**config.mk**
```make
export PLATFORM = sky130hd
export DESIGN_NAME = serial_add_ctrl
export DESIGN_NICKNAME = d
export VERILOG_FILES = /design/src/rtl/serial_add_ctrl.sv
export SDC_FILE = /design/constraint.sdc
export NUM_CORES = 1
export LEC_CHECK = 0
export CAP_MARGIN = 20
export CORE_MARGIN = 2
export CORE_UTILIZATION = 40
export CTS_BUF_LIST = sky130_fd_sc_hd__clkbuf_4 sky130_fd_sc_hd__clkbuf_8
export DETAILED_ROUTE_END_ITERATION = 8
export PLACE_DENSITY_LB_ADDON = 0.3
export SLEW_MARGIN = 30
export SYNTH_ARGS = -nofsm -noshare
export SYNTH_HDL_FRONTEND = slang
export SYNTH_SLANG_ARGS = --single-unit
```
**constraint.sdc**
```tcl
create_clock -name clk -period 4.1 [get_ports clk]
set_input_delay 0.41 -clock clk [delete_from_list [all_inputs] [get_ports clk]]
set_output_delay 0.41 -clock clk [all_outputs]
set_load 0.01 [all_outputs]
```
**src/rtl/serial_add_ctrl.sv**
```systemverilog
//------------------------------------------------------------------------------
// Module : serial_add_ctrl (with its full_adder cell)
// Brief  : Bit-serial add/subtract controller using a single 1-bit full adder,
//          LSB first, one bit per clock.
// Rev    : 1.0  initial release
//------------------------------------------------------------------------------
`default_nettype none

module full_adder (
  input  logic x,
  input  logic y,
  input  logic z,
  output logic sum,
  output logic carry
);
  assign sum   = x ^ y ^ z;
  assign carry = (x & y) | (z & (x ^ y));
endmodule

module serial_add_ctrl #(
  parameter int WIDTH = 8
) (
  input  logic             clk,
  input  logic             rst_n,
  input  logic             start,
  input  logic             sub,
  input  logic [WIDTH-1:0] a,
  input  logic [WIDTH-1:0] b,
  input  logic             cin,
  output logic             busy,
  output logic             done,
  output logic [WIDTH-1:0] sum,
  output logic             cout,
  output logic             ovf
);
  localparam int CW = $clog2(WIDTH);
  localparam logic [CW-1:0] LAST_BIT = CW'(WIDTH - 1);

  typedef enum logic [1:0] {
    IDLE = 2'd0,
    RUN  = 2'd1,
    DONE = 2'd2
  } state_t;

  state_t           state_q, state_d;
  logic [WIDTH-1:0] op_a_q, op_a_d;
  logic [WIDTH-1:0] op_b_q, op_b_d;
  logic [WIDTH-1:0] res_q, res_d;
  logic             carry_q, carry_d;
  logic [CW-1:0]    cnt_q, cnt_d;
  logic             cmsb_q, cmsb_d;
  logic [WIDTH-1:0] sum_q, sum_d;
  logic             cout_q, cout_d;

  logic fa_sum;
  logic fa_carry;
  logic load;

  full_adder u_fa (
    .x     (op_a_q[0]),
    .y     (op_b_q[0]),
    .z     (carry_q),
    .sum   (fa_sum),
    .carry (fa_carry)
  );

  // A new operation may be launched from IDLE or straight out of DONE.
  assign load = start && (state_q != RUN);

  always_comb begin
    state_d = state_q;
    op_a_d  = op_a_q;
    op_b_d  = op_b_q;
    res_d   = res_q;
    carry_d = carry_q;
    cnt_d   = cnt_q;
    cmsb_d  = cmsb_q;
    sum_d   = sum_q;
    cout_d  = cout_q;
    busy    = 1'b0;
    done    = 1'b0;

    case (state_q)
      IDLE: state_d = IDLE;
      RUN: begin
        busy    = 1'b1;
        res_d   = {fa_sum, res_q[WIDTH-1:1]};
        op_a_d  = op_a_q >> 1;
        op_b_d  = op_b_q >> 1;
        carry_d = fa_carry;
        cnt_d   = cnt_q + CW'(1);
        if (cnt_q == LAST_BIT) begin
          // Publish results here so they stay stable until the next op ends.
          cmsb_d  = carry_q;
          sum_d   = {fa_sum, res_q[WIDTH-1:1]};
          cout_d  = fa_carry;
          state_d = DONE;
        end
      end
      DONE: begin
        done    = 1'b1;
        state_d = IDLE;
      end
      default: state_d = IDLE;
    endcase

    if (load) begin
      op_a_d  = a;
      op_b_d  = sub ? ~b : b;
      carry_d = sub ? 1'b1 : cin;
      cnt_d   = '0;
      res_d   = '0;
      state_d = RUN;
    end
  end

  always_ff @(posedge clk or negedge rst_n) begin
    if (!rst_n) begin
      state_q <= IDLE;
      op_a_q  <= '0;
      op_b_q  <= '0;
      res_q   <= '0;
      carry_q <= 1'b0;
      cnt_q   <= '0;
      cmsb_q  <= 1'b0;
      sum_q   <= '0;
      cout_q  <= 1'b0;
    end else begin
      state_q <= state_d;
      op_a_q  <= op_a_d;
      op_b_q  <= op_b_d;
      res_q   <= res_d;
      carry_q <= carry_d;
      cnt_q   <= cnt_d;
      cmsb_q  <= cmsb_d;
      sum_q   <= sum_d;
      cout_q  <= cout_d;
    end
  end

  assign sum  = sum_q;
  assign cout = cout_q;
  assign ovf  = cout_q ^ cmsb_q;

endmodule

`default_nettype wire

```
==> Flow_metrics.wiki, run 1 <==
{| class="wikitable"
! Metric !! Value
|-
| Outcome || finished clean
|-
| Tightest Pin Transition || 0.622 ns
|-
| Diode count || 0
|-
| Starting DRC count in detailed routing || 62
|-
| Ports || 33
|-
| Sequential cell area || 976 sq um
|-
| Average footprint of a synthesized cell || 11.6 sq um
|-
| RSZ-0062 raised after global routing || no
|-
| WP data required || 3.69 ns
|-
| Via count of the first global-routing pass || 1119
|-
| Antenna violations before repair || 0
|-
| Fin. Hold Viols || 0
|-
| Detailed placer's ending HPWL || 2.03 mm
|-
| Total of fill cells in the finished design || 388
|-
| Nets in the synthesized netlist || 180
|-
| Initial core utilization || 41.5%
|-
| Commonest non-fill, non-tap cells in the layout || 39 x sky130_fd_sc_hd__dfrtp_1, 30 x sky130_fd_sc_hd__clkdlybuf4s50_1, 23 x sky130_fd_sc_hd__nand2_1, 23 x sky130_fd_sc_hd__o21ai_0, 15 x sky130_fd_sc_hd__mux2i_1
|-
| CP startpoint kind || flop
|-
| Total vias in the final route || 1174
|-
| Number of nets with antenna violations after routing || 0
|-
| Global-route wire length before repair || 5.09 mm
|-
| Area of the multi-input gates || 763 sq um
|-
| Area grow syn2layout || 22.8%
|-
| DRC violations left || 0
|-
| Pwr Density || 671 nW/um^2
|-
| Buffer cell driving the clock tree root || sky130_fd_sc_hd__clkbuf_8
|-
| Worst IR drop on VDD || 0.302 mV
|-
| Final Critical Period || 1.78 ns
|-
| X dimension of the die || 71.2 um
|-
| Final-layout worst hold slack || 0.0853 ns
|-
| Setup TNS || 0 ns
|-
| Largest driver fanout on the critical path || 3
|-
| Largest buffer count on any clock path || 2
|-
| Final design instance area without fill || 2220 sq um
|-
| Most frequent standard cell in the layout excluding fill and tap cells || sky130_fd_sc_hd__dfrtp_1
|-
| Sink count of the clock tree || 39
|-
| Chip Height || 71.2 um
|-
| Max-capacitance violation count || 0
|-
| Fmax || 561 MHz
|-
| Worst-Skew Late Latency || 0.28 ns
|-
| Total of flip-flops plus latches after synthesis || 39
|-
| Proportion of layout cells with a drive suffix above 1 || 12.9%
|-
| Routability cong. || 0.702
|-
| Hold-fix buffers, CTS || 0
|-
| Reg-to-reg endpoint || cout
|-
| Overall Power || 1.49 mW
|-
| Congestion Overflow GR || 0
|-
| Final Max Slew Viols || 0
|-
| Clock transition at the register clock pins on the worst setup and hold paths after CTS || 0.07 ns
|-
| Crit path capture type || output pin
|-
| Ratio of final minimum period to clock period || 43.4%
|-
| Class of the tightest hold or removal check || in -> async
|-
| Overall Global Routing Usage || 13.0%
|-
| Depth of the most critical reg-to-reg path || 4
|-
| Critical path data arrival time || 1.37 ns
|-
| Crit Reg-Reg Startpoint || state_q[1]
|-
| Post-synthesis cell type count || 23
|-
| Final setup skew || 0.00288 ns
|-
| Pin count of the biggest net entering global routing || 55
|-
| TritonCTS clock tree || yes
|-
| Post-Route Utilization || 50.9%
|-
| Routed wire per std cell || 12.6 um
|-
| Post-synthesis instance area || 1810 sq um
|-
| Number of instances in the placed design || 230
|-
| IO Port Bufs || 32
|-
| Clock H-tree levels || 2
|-
| Total Nets Final || 209
|-
| Static Leakage || 1.07 nW
|-
| Pre-CTS setup slack || 2.33 ns
|-
| Core Area || 4350 sq um
|-
| Clock buffer count from CTS || 5
|-
| Number of placement rows || 24
|-
| Syn. warnings || 0
|-
| Setup CP Type || reg -> out
|-
| Slack of the worst reg-to-reg path || 2.32 ns
|-
| Total wire length || 3.00 mm
|-
| Buffer count from post-CTS setup fixing || 0
|-
| Share of synthesized area occupied by flip-flops and latches || 54.1%
|-
| Number of instances in the synthesized netlist || 156
|-
| Layout Cells excl Fill || 238
|-
| Via-to-Cell Ratio || 4.93
|-
| Post-CTS resize count || 0
|-
| PnR worst setup slack || 2.32 ns
|-
| Setup violations, final || 0
|-
| Worst-case headroom to the max-slew limit || 58.5%
|-
| Die outline area || 5070 sq um
|-
| Detailed-routing iteration count for the pre-antenna-repair pass || 2
|-
| Cell area reported after detailed placement || 2130 sq um
|}
flip-flops by register name (all words and copies together), names as in the netlist:
| register | cells |
|---|---|
| res_q | 7 |
| op_b_q | 8 |
| sum | 8 |
| state_q | 2 |
| carry_q | 1 |
| cnt_q | 3 |
| cout | 1 |
| op_a_q | 8 |
| cmsb_q | 1 |
power by group:
| group | switching (mW) | leakage (nW) | internal, mW | total (mW) |
|---|---|---|---|---|
| sequential | 0.101 | 0.504 | 0.552 | 0.653 |
| combinational | 0.270 | 0.514 | 0.309 | 0.578 |
| clock | 0.123 | 0.0491 | 0.133 | 0.256 |
| total | 0.494 | 1.07 | 0.993 | 1.49 |
layout make-up:
| cell class | count | area share (%) |
|---|---|---|
| well taps | 52 | 2.93 |
| clock buffers | 7 | 3.78 |
| inverters | 1 | 0.169 |
| flip-flops and latches | 39 | 44.0 |
| clock inverters | 1 | 0.226 |
| multi-input cells | 105 | 34.4 |
| repair buffers | 33 | 14.4 |
critical path, stage by stage, from the launching register on:
cell                              delay [ns]
sky130_fd_sc_hd__dfrtp_1                0.41
sky130_fd_sc_hd__xor2_1                 0.13
sky130_fd_sc_hd__clkdlybuf4s50_1        0.55
cells in the mapped netlist, drive strengths merged:
| library cell | number | area share [%] |
|---|---|---|
| ha | 2 | 1.4 |
| fa | 1 | 1.1 |
| inv | 1 | 0.21 |
| nand2 | 24 | 5.1 |
| nand2b | 9 | 3.1 |
| o21ai | 23 | 6.4 |
| a211oi | 2 | 0.83 |
| a21oi | 1 | 0.28 |
| nor2b | 1 | 0.49 |
| and2b | 1 | 0.42 |
| buf | 9 | 3.3 |
| mux2 | 11 | 8.7 |
| clkbuf | 2 | 0.42 |
| nor2 | 5 | 1.0 |
| mux2i | 15 | 8.3 |
| a21o | 1 | 0.42 |
| xnor2 | 1 | 0.49 |
| xor2 | 8 | 3.9 |
| dfrtp | 39 | 54 |
metal layers:
metal / share of wire (%) / track usage (%) / vias to the layer above
met5: 0 / 0 / -
met4: 1.2 / 5.66 / 0
met3: 5.1 / 3.85 / 4
met2: 46 / 20.0 / 28
met1: 47 / 17.0 / 567
li1: - / - / 575
kinds of logic after synthesis:
| logic type | after synthesis | synth area share [%] |
|---|---|---|
| buffers and inverters | 12 | 3.95 |
| muxes | 26 | 17.0 |
| DFF | 39 | 54.1 |
| AOI/OAI and AO/OA | 27 | 7.90 |
| xor gates and xnor gates | 9 | 4.37 |
| and+or+nand+nor | 40 | 10.2 |
| adders and majority gates | 3 | 2.49 |
worst max path at each step:
| stage | cells after the start | start | slack, ns | to |
|---|---|---|---|---|
| 2_1_floorplan | 5 | cnt_q[0] | 2.71 | cmsb_q |
| 3_3_place_gp | 3 | start | 1.82 | cnt_q[0] |
| 3_5_place_dp | 4 | state_q[1] | 2.33 | cout |
| 4_1_cts | 2 | state_q[1] | 2.29 | busy |
| 5_1_grt | 4 | state_q[1] | 2.21 | cout |
| 6_report | 2 | cout | 2.32 | ovf |
Note: power is estimated with default switching activity, not from simulation.
==> inputs of run 2 (changes only) <==
- clock period: 4.1 -> 1.7 ns (I/O delays scaled with it)
==> run 2 against run 1 <==
Global-route usage is 1.2 points higher. Die area stayed put. Register-to-register slack worse by 2.2 ns. Hold slack better by 0.26 ns. First-iteration DRC count is 55% higher. Critical path depth stayed put. Count of clock-buffer cells in the layout is 2 lower. Combinational power is 150% higher. Final cell count is 2.1% higher. Worst setup slack worse by 2.2 ns.
==> Flow_metrics.wiki, run 2 (same netlist as run 1, synthesis figures left out) <==
{| class="wikitable"
! Metric !! Value
|-
| Number of placement rows || 24
|-
| Routed wire per std cell || 13.0 um
|-
| Critical path data arrival time || 1.43 ns
|-
| Slowest-stage cell, CP || sky130_fd_sc_hd__clkdlybuf4s50_1
|-
| Starting DRC count in detailed routing || 96
|-
| Pwr Density || 1700 nW/um^2
|-
| Largest buffer count on any clock path || 2
|-
| Commonest non-fill, non-tap cells in the layout || 39 x sky130_fd_sc_hd__dfrtp_1, 31 x sky130_fd_sc_hd__clkdlybuf4s50_1, 23 x sky130_fd_sc_hd__nand2_1, 23 x sky130_fd_sc_hd__o21ai_0, 15 x sky130_fd_sc_hd__mux2i_1
|-
| Area of the multi-input gates || 763 sq um
|-
| Ports || 33
|-
| Global-route wire length before repair || 5.60 mm
|-
| Total wire length || 3.15 mm
|-
| RSZ-0062 raised after global routing || no
|-
| Most frequent standard cell in the layout excluding fill and tap cells || sky130_fd_sc_hd__dfrtp_1
|-
| CP bufs+invs || 1
|-
| Total Nets Final || 214
|-
| Final setup skew || 0.00868 ns
|-
| Detailed route wirelength on metal2 || 1.47 mm
|-
| Overall Global Routing Usage || 14.2%
|-
| Outcome || finished clean
|-
| Initial core utilization || 41.5%
|-
| Routability cong. || 0.736
|-
| Largest driver fanout on the critical path || 4
|-
| Number of nets with antenna violations after routing || 0
|-
| Total vias in the final route || 1177
|-
| Clock transition at the register clock pins on the worst setup and hold paths after CTS || 0.08 ns
|-
| Detailed-routing iteration count for the pre-antenna-repair pass || 4
|-
| Top routing layer in use || met4
|-
| Stage delay of the slowest cell on the critical path || 0.57 ns
|-
| Series of cell instances along the critical path || nor2b_4, clkdlybuf4s50_1
|-
| Chip Height || 71.2 um
|-
| Static Leakage || 1.11 nW
|-
| Antenna violations before repair || 0
|-
| X dimension of the die || 71.2 um
|-
| Class of the tightest hold or removal check || in -> async
|-
| Fmax || 623 MHz
|-
| WP data required || 1.53 ns
|-
| Fin. Hold Viols || 0
|-
| Clock H-tree levels || 2
|-
| Setup CP Type || reg -> out
|-
| Congestion Overflow GR || 0
|-
| TritonCTS clock tree || yes
|-
| Kind of cell adding the most delay to the critical path || buffers and inverters
|-
| Max-capacitance violation count || 0
|-
| Length of routed met3 wiring || 168 um
|-
| Worst-Skew Late Latency || 0.29 ns
|-
| Proportion of layout cells with a drive suffix above 1 || 14.1%
|-
| Tightest Pin Transition || 0.491 ns
|-
| Detailed placer's ending HPWL || 2.21 mm
|-
| Pin count of the biggest net entering global routing || 30
|-
| Setup TNS || 0 ns
|-
| Final Critical Period || 1.60 ns
|-
| Worst IR drop on VDD || 0.793 mV
|-
| Sequential cell area || 976 sq um
|-
| Via-to-Cell Ratio || 4.84
|-
| Area grow syn2layout || 28.5%
|-
| Crit path capture type || output pin
|-
| Total of fill cells in the finished design || 368
|-
| Met1 routed wirelength after detailed routing || 1.47 mm
|-
| Final Max Slew Viols || 0
|-
| CP startpoint kind || flop
|-
| Diode count || 0
|-
| Die outline area || 5070 sq um
|-
| DRC violations left || 0
|-
| Buffer count from post-CTS setup fixing || 0
|-
| Overall Power || 3.93 mW
|-
| Setup violations, final || 0
|-
| Ratio of final minimum period to clock period || 94.4%
|-
| Worst-case headroom to the max-slew limit || 67.2%
|-
| Sink count of the clock tree || 39
|-
| Via count of the first global-routing pass || 1205
|-
| IO Port Bufs || 32
|-
| Buffer cell driving the clock tree root || sky130_fd_sc_hd__clkbuf_8
|-
| Clock buffer count from CTS || 5
|-
| Core Area || 4350 sq um
|}
## run 2: routing by layer
layer / vias up / global-route usage (%)
met3: 5 / 3.56
met4: 0 / 6.29
met2: 36 / 22.0
li1: 583 / -
met5: - / 0
met1: 553 / 18.8
## run 2: final timing paths
| kind | end | cells past startpoint | startpoint | slack [ns] |
|---|---|---|---|---|
| hold reg to reg | op_b_q[4] | 2 | op_b_q[5] | 0.49 |
| setup / recovery | busy | 2 | state_q[1] | 0.1 |
| min in group clk | op_b_q[4] | 2 | op_b_q[5] | 0.49 |
| hold / removal | sum[0] | 2 | rst_n | 0.35 |
| max in group asynchronous | op_a_q[1] | 3 | rst_n | 0.82 |
| setup reg to reg | sum[0] | 4 | cnt_q[0] | 0.12 |
## run 2: final cells by class
cell class / instances / area share [%]
timing repair buffer: 38 / 16.2
sequential: 39 / 42.1
clock inverter: 3 / 2.91
clock buffer: 5 / 2.97
tap: 52 / 2.80
multi-input combinational: 105 / 32.9
inverter: 1 / 0.162
## run 2: through the flow
stage / instances / hold WS (ns) / setup slack, ns / area [sq um] / util [%]
finish: 243 / 0.350 / 0.0954 / 2320 / 53.3
global route: 243 / 0.393 / 0.00681 / 2320 / 53.3
CTS: 243 / 0.362 / 0.0718 / 2320 / 53.3
detailed placement: 234 / 0.147 / 0.114 / 2170 / 49.9
global placement: 234 / 0.126 / 0.176 / 2170 / 49.9
floorplan: 156 / -0.126 / 0.307 / 1810 / -
## run 2: repair_timing
item / CTS / global route
endpoints found under the hold margin: 18 / 0
hold buffers: 1 / 0
resized for setup: 0 / 0
## run 2: report_power, final
part	internal, mW	switching (mW)	total, mW
logic	0.777	0.666	1.44
clock network	0.585	0.327	0.912
registers	1.33	0.247	1.58
==> inputs of run 3 (changes only) <==
==> constraint.sdc (replaced) <==
create_clock -name clk -period 1.7 [get_ports clk]
set_input_delay 0.34 -clock clk [delete_from_list [all_inputs] [get_ports clk]]
set_output_delay 0.34 -clock clk [all_outputs]
set_load 0.01 [all_outputs]
==> run 3 against run 2 <==
Fmax is 2.5% higher. Critical path type unchanged. Core utilization is 0.95 points lower. Flip-flop and latch count unchanged. Highest routed layer unchanged. Register-to-register slack gained 0.04 ns. Count of clock-buffer cells in the layout grew 2. Clock power is 30% lower.
==> Flow_metrics.wiki, run 3 (same netlist as run 1, synthesis figures left out) <==
{| class="wikitable"
! Metric !! Value
|-
| Outcome || finished clean
|-
| Class of the tightest hold or removal check || in -> async
|-
| Number of placement rows || 24
|-
| Overall Global Routing Usage || 13.8%
|-
| Crit path capture type || output pin
|-
| Starting DRC count in detailed routing || 76
|-
| RSZ-0062 raised after global routing || no
|-
| Path length in cells of the critical path || 1
|-
| Clock buffer count from CTS || 5
|-
| Number of nets with antenna violations after routing || 0
|-
| Antenna violations before repair || 0
|-
| Met2 Track Usage GR || 20.3%
|-
| Global-route wire length before repair || 5.44 mm
|-
| Final Critical Period || 1.57 ns
|-
| Static Leakage || 1.11 nW
|-
| Most frequent standard cell in the layout excluding fill and tap cells || sky130_fd_sc_hd__dfrtp_1
|-
| Diode count || 0
|-
| Detailed placer's ending HPWL || 2.11 mm
|-
| Post-CTS resize count || 3
|-
| Pwr Density || 1600 nW/um^2
|-
| Ports || 33
|-
| Fin. Hold Viols || 0
|-
| Tightest Pin Transition || 0.340 ns
|-
| Layout Cells excl Fill || 243
|-
| Congestion Overflow GR || 0
|-
| Via count of the first global-routing pass || 1165
|-
| Total Nets Final || 214
|-
| Ratio of final minimum period to clock period || 92.1%
|-
| Final setup skew || 0.00862 ns
|-
| Slowest-stage cell, CP || sky130_fd_sc_hd__clkdlybuf4s50_1
|-
| IO Port Bufs || 32
|-
| Routability cong. || 0.781
|-
| Largest buffer count on any clock path || 2
|-
| Total wire length || 3.08 mm
|-
| Layer with the highest usage || met2
|-
| Depth of the most critical reg-to-reg path || 4
|-
| Initial core utilization || 41.5%
|-
| Hold-fix buffers, CTS || 0
|-
| Worst IR drop on VDD || 0.609 mV
|-
| Detailed-routing iteration count for the pre-antenna-repair pass || 4
|-
| Sink count of the clock tree || 39
|-
| Core Area || 4350 sq um
|-
| Routed wire per std cell || 12.7 um
|-
| Stage delay of the slowest cell on the critical path || 0.55 ns
|-
| Clock H-tree levels || 2
|-
| Proportion of layout cells with a drive suffix above 1 || 14.7%
|-
| Series of cell instances along the critical path || clkdlybuf4s50_1
|-
| Commonest non-fill, non-tap cells in the layout || 39 x sky130_fd_sc_hd__dfrtp_1, 28 x sky130_fd_sc_hd__clkdlybuf4s50_1, 23 x sky130_fd_sc_hd__nand2_1, 23 x sky130_fd_sc_hd__o21ai_0, 15 x sky130_fd_sc_hd__mux2i_1
|-
| Area grow syn2layout || 26.2%
|-
| Largest driver fanout on the critical path || 3
|-
| Worst-Skew Late Latency || 0.29 ns
|-
| Fmax || 639 MHz
|-
| WP data required || 1.36 ns
|-
| Worst-case headroom to the max-slew limit || 77.3%
|-
| Total vias in the final route || 1163
|-
| DRC violations left || 0
|-
| Critical path data arrival time || 1.23 ns
|-
| Setup TNS || 0 ns
|-
| Clock transition at the register clock pins on the worst setup and hold paths after CTS || 0.08 ns
|-
| TritonCTS clock tree || yes
|-
| Met3 demand-to-capacity share in global routing || 4.99%
|-
| Setup CP Type || reg -> out
|-
| Met1 track utilization from global routing || 18.7%
|-
| X dimension of the die || 71.2 um
|-
| Pin count of the biggest net entering global routing || 40
|-
| Chip Height || 71.2 um
|-
| Die outline area || 5070 sq um
|-
| Via-to-Cell Ratio || 4.79
|-
| CP startpoint kind || flop
|-
| CP bufs+invs || 1
|-
| Setup violations, final || 0
|-
| Number of instances in the placed design || 235
|-
| Final Max Slew Viols || 0
|-
| Buffer cell driving the clock tree root || sky130_fd_sc_hd__clkbuf_8
|-
| Final-layout worst hold slack || 0.00591 ns
|-
| Buffer count from post-CTS setup fixing || 0
|-
| Kind of cell adding the most delay to the critical path || buffers and inverters
|-
| Max-capacitance violation count || 0
|}
-- run 3: per-layer routing --
layer,vias to the layer above,wire [um]
met1,542,1510
met2,28,1350
met5,-,0
li1,586,-
met3,7,171
met4,0,54
-- run 3: report_power, final --
group          internal, mW  leakage, nW  switching (mW)
clock                 0.320       0.0491           0.315
sequential             1.33        0.504           0.250
combinational         0.767        0.553           0.661
total                  2.42         1.11            1.23
-- run 3: through the flow --
| stage | cell area [sq um] | power, mW | setup slack, ns | util, % |
|---|---|---|---|---|
| 3_3_place_gp | 2190 | 2.99 | 0.176 | 50.4 |
| 4_1_cts | 2280 | 3.70 | 0.125 | 52.3 |
| 6_report | 2280 | 3.64 | 0.134 | 52.3 |
| 3_5_place_dp | 2190 | 3.08 | 0.138 | 50.4 |
| 2_1_floorplan | 1810 | 2.52 | 0.307 | - |
| 5_1_grt | 2280 | 3.95 | 0.0576 | 52.3 |
-- run 3: worst register-to-register path: cells and delay by family, from the launching register on --
| kind | cells | cell delay [ns] |
|---|---|---|
| flops | 1 | 0.39 |
| fa+ha+maj | 2 | 0.40 |
| simple gates | 1 | 0.27 |
| mux | 1 | 0.38 |
-- run 3: area by class of cell --
type	count	area (sq um)
clock buffers	7	83.8
clock inverters	1	5.00
fillers	360	2080
inverters	1	3.75
multi-input cells	105	763
flip-flops and latches	39	976
well taps	52	65.1
repair buffers	38	382
-- run 3: final timing paths --
path	start	end	slack [ns]
setup reg to reg	cnt_q[0]	sum[0]	0.16
hold reg to reg	op_b_q[2]	op_b_q[1]	0.48
min in group clk	op_b_q[2]	op_b_q[1]	0.48
max in group asynchronous	rst_n	cnt_q[0]	1.50
setup / recovery	cout	cout	0.13
hold / removal	rst_n	sum[0]	0.006
